==> src/rtl/bcd_conv_arbiter.sv <==
// bcd_conv_arbiter: round-robin sharing of one binary-to-BCD converter
// among C_CH channels, with per-channel result registers and a watchdog.
module bcd_conv_arbiter #(
    parameter int C_CH      = 4,
    parameter int C_DAT_W   = 27,
    parameter int C_TIMEOUT = 63
) (
    input  logic                    CK_i,
    input  logic                    ARST_i,
    input  logic                    EN_CK_i,
    input  logic [C_CH-1:0]         REQ_i,
    input  logic [C_CH*C_DAT_W-1:0] DAT_i,
    output logic [C_CH-1:0]         PEND_o,
    output logic [C_CH-1:0]         GNT_o,
    output logic [C_CH*32-1:0]      QQ_o,
    output logic [C_CH-1:0]         DONE_o,
    output logic [C_CH-1:0]         ERR_o,
    output logic                    CONV_REQ_o,
    output logic [C_DAT_W-1:0]      CONV_DAT_o,
    input  logic [31:0]             CONV_QQ_i,
    input  logic                    CONV_DONE_i
);

    localparam int TMR_W = $clog2(C_TIMEOUT + 1);
    localparam int PTR_W = $clog2(C_CH);
    localparam logic [C_CH-1:0] ONE_CH = C_CH'(1);
    localparam logic [TMR_W-1:0] TMR_MAX = TMR_W'(C_TIMEOUT);
    localparam logic [PTR_W-1:0] PTR_LAST = PTR_W'(C_CH - 1);

    typedef enum logic [1:0] {
        S_IDLE,
        S_ISSUE,
        S_WAIT
    } state_t;

    state_t               state_q;
    logic [C_CH-1:0]      pend_q;
    logic [C_DAT_W-1:0]   hold_q [C_CH];
    logic [C_CH-1:0]      gnt_q;
    logic [PTR_W-1:0]     sel_q;
    logic [PTR_W-1:0]     ptr_q;
    logic [TMR_W-1:0]     tmr_q;
    logic [C_DAT_W-1:0]   dat_q;
    logic [31:0]          qq_q [C_CH];
    logic [C_CH-1:0]      done_q;
    logic [C_CH-1:0]      err_q;

    logic                 found;
    logic [PTR_W-1:0]     pick;
    logic [PTR_W-1:0]     cand;
    logic [PTR_W-1:0]     ptr_nxt;
    logic                 in_issue;
    logic                 fin_ok;
    logic                 fin_to;
    logic                 fin;

    // First pending channel, scanning upward from the round-robin pointer
    always_comb begin
        found = 1'b0;
        pick  = '0;
        cand  = '0;
        for (int i = 0; i < C_CH; i++) begin
            cand = PTR_W'((int'(ptr_q) + i) % C_CH);
            if (!found && pend_q[cand]) begin
                found = 1'b1;
                pick  = cand;
            end
        end
    end

    // Completion decode; a DONE on the timeout edge takes priority
    always_comb begin
        in_issue = (state_q == S_ISSUE);
        fin_ok   = (state_q == S_WAIT) && CONV_DONE_i;
        fin_to   = (state_q == S_WAIT) && !CONV_DONE_i && (tmr_q == TMR_MAX);
        fin      = fin_ok || fin_to;
        ptr_nxt  = (sel_q == PTR_LAST) ? '0 : sel_q + PTR_W'(1);
    end

    // Request capture; a repeat request simply refreshes the held value
    always_ff @(posedge CK_i or posedge ARST_i) begin
        if (ARST_i) begin
            pend_q <= '0;
            for (int k = 0; k < C_CH; k++) begin
                hold_q[k] <= '0;
            end
        end else if (EN_CK_i) begin
            for (int k = 0; k < C_CH; k++) begin
                if (REQ_i[k]) begin
                    pend_q[k] <= 1'b1;
                    hold_q[k] <= DAT_i[k*C_DAT_W +: C_DAT_W];
                end
            end
            if (in_issue && !REQ_i[sel_q]) begin
                pend_q[sel_q] <= 1'b0;
            end
        end
    end

    // Scheduler FSM: pick, issue one start pulse, wait for DONE or timeout
    always_ff @(posedge CK_i or posedge ARST_i) begin
        if (ARST_i) begin
            state_q <= S_IDLE;
            gnt_q   <= '0;
            sel_q   <= '0;
            ptr_q   <= '0;
            tmr_q   <= '0;
            dat_q   <= '0;
        end else if (EN_CK_i) begin
            unique case (state_q)
                S_IDLE: begin
                    if (found) begin
                        sel_q   <= pick;
                        gnt_q   <= ONE_CH << pick;
                        dat_q   <= hold_q[pick];
                        state_q <= S_ISSUE;
                    end
                end
                S_ISSUE: begin
                    tmr_q   <= '0;
                    state_q <= S_WAIT;
                end
                S_WAIT: begin
                    if (fin) begin
                        gnt_q   <= '0;
                        ptr_q   <= ptr_nxt;
                        state_q <= S_IDLE;
                    end else begin
                        tmr_q <= tmr_q + TMR_W'(1);
                    end
                end
                default: begin
                    state_q <= S_IDLE;
                end
            endcase
        end
    end

    // Per-channel result, error flag and one-cycle completion pulse
    always_ff @(posedge CK_i or posedge ARST_i) begin
        if (ARST_i) begin
            done_q <= '0;
            err_q  <= '0;
            for (int k = 0; k < C_CH; k++) begin
                qq_q[k] <= '0;
            end
        end else if (EN_CK_i) begin
            done_q <= '0;
            if (fin) begin
                done_q[sel_q] <= 1'b1;
            end
            if (fin_ok) begin
                qq_q[sel_q]  <= CONV_QQ_i;
                err_q[sel_q] <= 1'b0;
            end else if (fin_to) begin
                err_q[sel_q] <= 1'b1;
            end
        end
    end

    // Flatten the result registers onto the output bus
    always_comb begin
        QQ_o = '0;
        for (int k = 0; k < C_CH; k++) begin
            QQ_o[k*32 +: 32] = qq_q[k];
        end
    end

    assign PEND_o     = pend_q;
    assign GNT_o      = gnt_q;
    assign DONE_o     = done_q;
    assign ERR_o      = err_q;
    assign CONV_REQ_o = in_issue;
    assign CONV_DAT_o = dat_q;

endmodule

==> config.mk <==
export PLATFORM = sky130hd
export DESIGN_NAME = bcd_conv_arbiter
export DESIGN_NICKNAME = d
export VERILOG_FILES = /design/src/rtl/bcd_conv_arbiter.sv
export SDC_FILE = /design/constraint.sdc
export NUM_CORES = 1
export LEC_CHECK = 0
export ABC_AREA = 0
export BUFFER_PORTS_ARGS = -buffer_cell sky130_fd_sc_hd__buf_4
export CAP_MARGIN = 20
export CELL_PAD_IN_SITES_DETAIL_PLACEMENT = 1
export CELL_PAD_IN_SITES_GLOBAL_PLACEMENT = 1
export CORE_ASPECT_RATIO = 1.2
export CORE_MARGIN = 5
export CORE_UTILIZATION = 38
export DETAILED_ROUTE_END_ITERATION = 10
export GPL_ROUTABILITY_DRIVEN = 1
export GPL_TIMING_DRIVEN = 0
export PLACE_DENSITY = 0.81
export REMOVE_ABC_BUFFERS = 1
export SYNTH_ARGS = -nofsm -noshare
export SYNTH_HDL_FRONTEND = slang
export SYNTH_SLANG_ARGS = --single-unit
==> constraint.sdc <==
create_clock -name CK_i -period 8.1 [get_ports CK_i]
set_input_delay 0.405 -clock CK_i [delete_from_list [all_inputs] [get_ports CK_i]]
set_output_delay 0.405 -clock CK_i [all_outputs]
set_load 0.005 [all_outputs]
==> impl_metrics.yaml <==
run_status:
  status: "complete, no violations"
routing:
  first_iter_violations: 348
  first_pass_iters: 4
  drtAntennaViolNets: 0
  routed_wl_mm: 37.1
  via_per_inst: 5.18
  wl_per_cell_um: 22.9
  vias: 8384
  route.detailed.drc: 0
global_route:
  grt_pass1_wl_mm: 56.8
  grt_pass1_vias: 9629
  grt_start_max_net_pins: 104
  gr-usage-all-layers_pct: 20.6
  antenna_found_initial: 2
  grt_overflow: 0
cells_and_area:
  drive_gt1_share_pct: 44.4
  fillers: 3222
  post-route-cell-area_sq_um: 16000
  area_delta_synth_final_pct: 33.0
  finalNetCount: 1346
  diodes: 0
sta:
  setup_ws_ns: 5.49
  setup_viol: 0
  final.setup_skew_ns: 0.00941
  slew_headroom_pct: 34.6
  finalMaxSlewViolations: 0
  rsz0062_at_grt: "false"
  finalCritPeriodShare_pct: 32.3
  tightest_slew_ns: 0.978
  min_period_ns: 2.61
  fmax_mhz: 382
  hold_viol_final: 0
pwr:
  p_leak_nw: 7.83
  power_density_nw_per_um2: 350
  ir_drop_v: 0.000178
synth:
  ys_top_cells_by_area: "dfrtp_1, mux2_1, mux2_2"
  synth.largest_area_cell: "dfrtp_1"
  synth_cell_type_count: 50
  syn-mean-instance-area_sq_um: 13.7
  synth_warnings: 0
  postSynth.asyncResetShare_pct: 100
  synth_edf_count: 0
  syn_inst: 876
  ys_ff_latch: 291
  synth-main-ff-cell: "dfrtp_1"
  yosysSeqAreaShare_pct: 60.6
  synth_top_area_share_pct: 60.6
  syn_area_sq_um: 12000
job:
  cap_violations: 0
placed_design:
  dpl_cell_area_sq_um: 14900
  gp_congestion: 0.767
  port_buffers: 319
  hpwl_mm: 26.2
  dpl_worst_slack_ns: 5.40
cts:
  cts_tree: "yes"
  clock-sinks: 291
  clkTransAtPathRegs_ns: 0.06
  worst_skew_pair.late_latency_ns: 0.56
  cts_max_path_buffers: 3
  post-cts-setup-buffers: 0
  h-tree-depth: 1
  cts_made_buffers: 30
  root_buffer: "clkbuf_16"
setup_path:
  r2r.worst_path.cells: 4
  cp_slowest_cell: "nand2_2"
  crit_chain: "nor2b_1 > and3_1 > nand2_2 > mux2_1"
  startpoint_type: "register"
  ff2ff_setup_slack_ns: 5.49
  cp_max_fo: 32
  cp_top_family: "simple AND/OR/NAND/NOR gates"
  arrival_ns: 3.05
  rr_endpoint: "QQ_o[117]"
  critical_path_class: "reg2reg"
  worst_setup_path_end_kind: "register"
  worst-path-buf-inv: 0
  required_ns: 8.53
  slowest_delay_ns: 0.63
  reg2reg_from: "state_q[0]"
floorplan:
  die_x_um: 172
  initial_core_util_pct: 38.4
  die_area_sq_um: 35300
  rows: 71
  die_y_um: 205
  core_sq_um: 31300
  io_pins: 320
min_path:
  min_to: "hold_q[35]"
  hp-start: "DAT_i[62]"
  hold_depth: 2
  hp-class: "in2reg"
## worst register-to-register path, stage by stage (launching register included)
cell     delay (ns)
dfrtp_1        0.49
nor2b_1        0.30
and3_1         0.45
nand2_2        0.63
mux2_1         0.62
## routing by layer
metal / routed length (um) / global-route usage [%] / share of wire (%)
met1: 13500 / 22.9 / 36
met2: 18500 / 36.5 / 50
met3: 4050 / 8.11 / 11
met4: 976 / 5.59 / 2.6
met5: 28 / 0 / 0.075
## logic make-up (layout without fill, tap and decap cells)
kind of cell    after synthesis  after routing  share of synthesized area (%)
flops                       291            291                           60.6
compound gates               84             84                           6.46
mux                         239            239                           22.5
buf+inv                      56            396                           2.58
fa+ha+maj                     5              5                          0.520
simple gates                201            201                           7.36
## power breakdown
group          internal (W)  total (W)  switching [W]  leakage (nW)
Sequential          0.00189    0.00220       0.000305          3.60
Clock              0.000890    0.00147       0.000579         0.531
Combinational      0.000987    0.00193       0.000945          3.70
Total               0.00377    0.00560        0.00183          7.83
## Yosys cell counts (all sizes together), types with 2 or more instances
library cell,count
clkbuf,6
and3,30
a21o,2
a31oi,2
inv,10
o21a,2
o221a,2
mux2,238
a22oi,3
a22o,9
nor2,33
and2,2
o211ai,2
o21ai,9
nand4,2
nand2,124
buf,40
a311oi,27
o221ai,2
dfrtp,291
nand2b,3
nand3,2
a21oi,14
ha,5
## placed cells by master (no fill, tap or decap), types with 2 or more instances in the layout
master and instances:
nand2b_1 3, ha_1 5, nand2_2 8, a311oi_2 21, o211ai_1 2, inv_1 9, clkbuf_8 11, a31oi_1 2
a311oi_1 6, clkbuf_1 3, and2_1 2, buf_6 3, a22o_1 9, a21oi_1 13, nand2_1 116, buf_16 3
nand4_1 2, bufinv_16 3, buf_4 319, buf_12 5, nor2_1 32, mux2_2 117, mux2_1 120, o21a_1 2
o21ai_0 9, clkbuf_16 31, nand3_1 2, dfrtp_1 291, a22oi_1 3, and3_1 29, a21o_1 2, clkinv_2 6
## metrics by stage
stage	power (W)	TNS (ns)	utilization (%)	hold WS [ns]	std cells
floorplan	0.00304	-98.67	-	0.479	830
global placement	0.00400	-1059.89	46.8	0.475	1550
detailed placement	0.00418	0	47.7	0.483	1561
CTS	0.00568	0	51.1	0.0445	1617
global route	0.00594	0	51.1	0.0434	1617
finish	0.00560	0	51.1	0.0693	1617
## area by class of cell
cell class / count / area [sq um] / share of cell area, %
repair buffers: 331 / 2620 / 16.4
inverters: 10 / 45.0 / 0.282
well taps: 401 / 502 / 3.14
multi-input cells: 529 / 4470 / 28.0
flip-flops and latches: 291 / 7280 / 45.5
clock buffers: 45 / 938 / 5.87
clock inverters: 10 / 128 / 0.798
## worst max-delay path by stage
stage | from | endpoint | slack [ns] | cells past startpoint
floorplan | ARST_i | CONV_DAT_o[0] | -0.34 | 1
global placement | ARST_i | hold_q[51] | -3.67 | 2
detailed placement | EN_CK_i | QQ_o[69] | 5.40 | 5
CTS | state_q[0] | QQ_o[117] | 5.45 | 4
global route | state_q[0] | QQ_o[117] | 5.31 | 4
finish | state_q[0] | QQ_o[117] | 5.49 | 4
## sequential cells by signal, indices dropped and copies added (netlist names), named ones only
register	flops
QQ_o	128
hold_q	108
CONV_DAT_o	27
tmr_q	6
DONE_o	4
GNT_o	4
PEND_o	4
ptr_q	2
sel_q	2
state_q	2
## repair_timing
action / CTS / global route
hold buffers: 1 / 0
gates resized for setup: 0 / 0
hold endpoints to repair: 36 / 0
No activity file was read; power rests on OpenSTA's default activity.
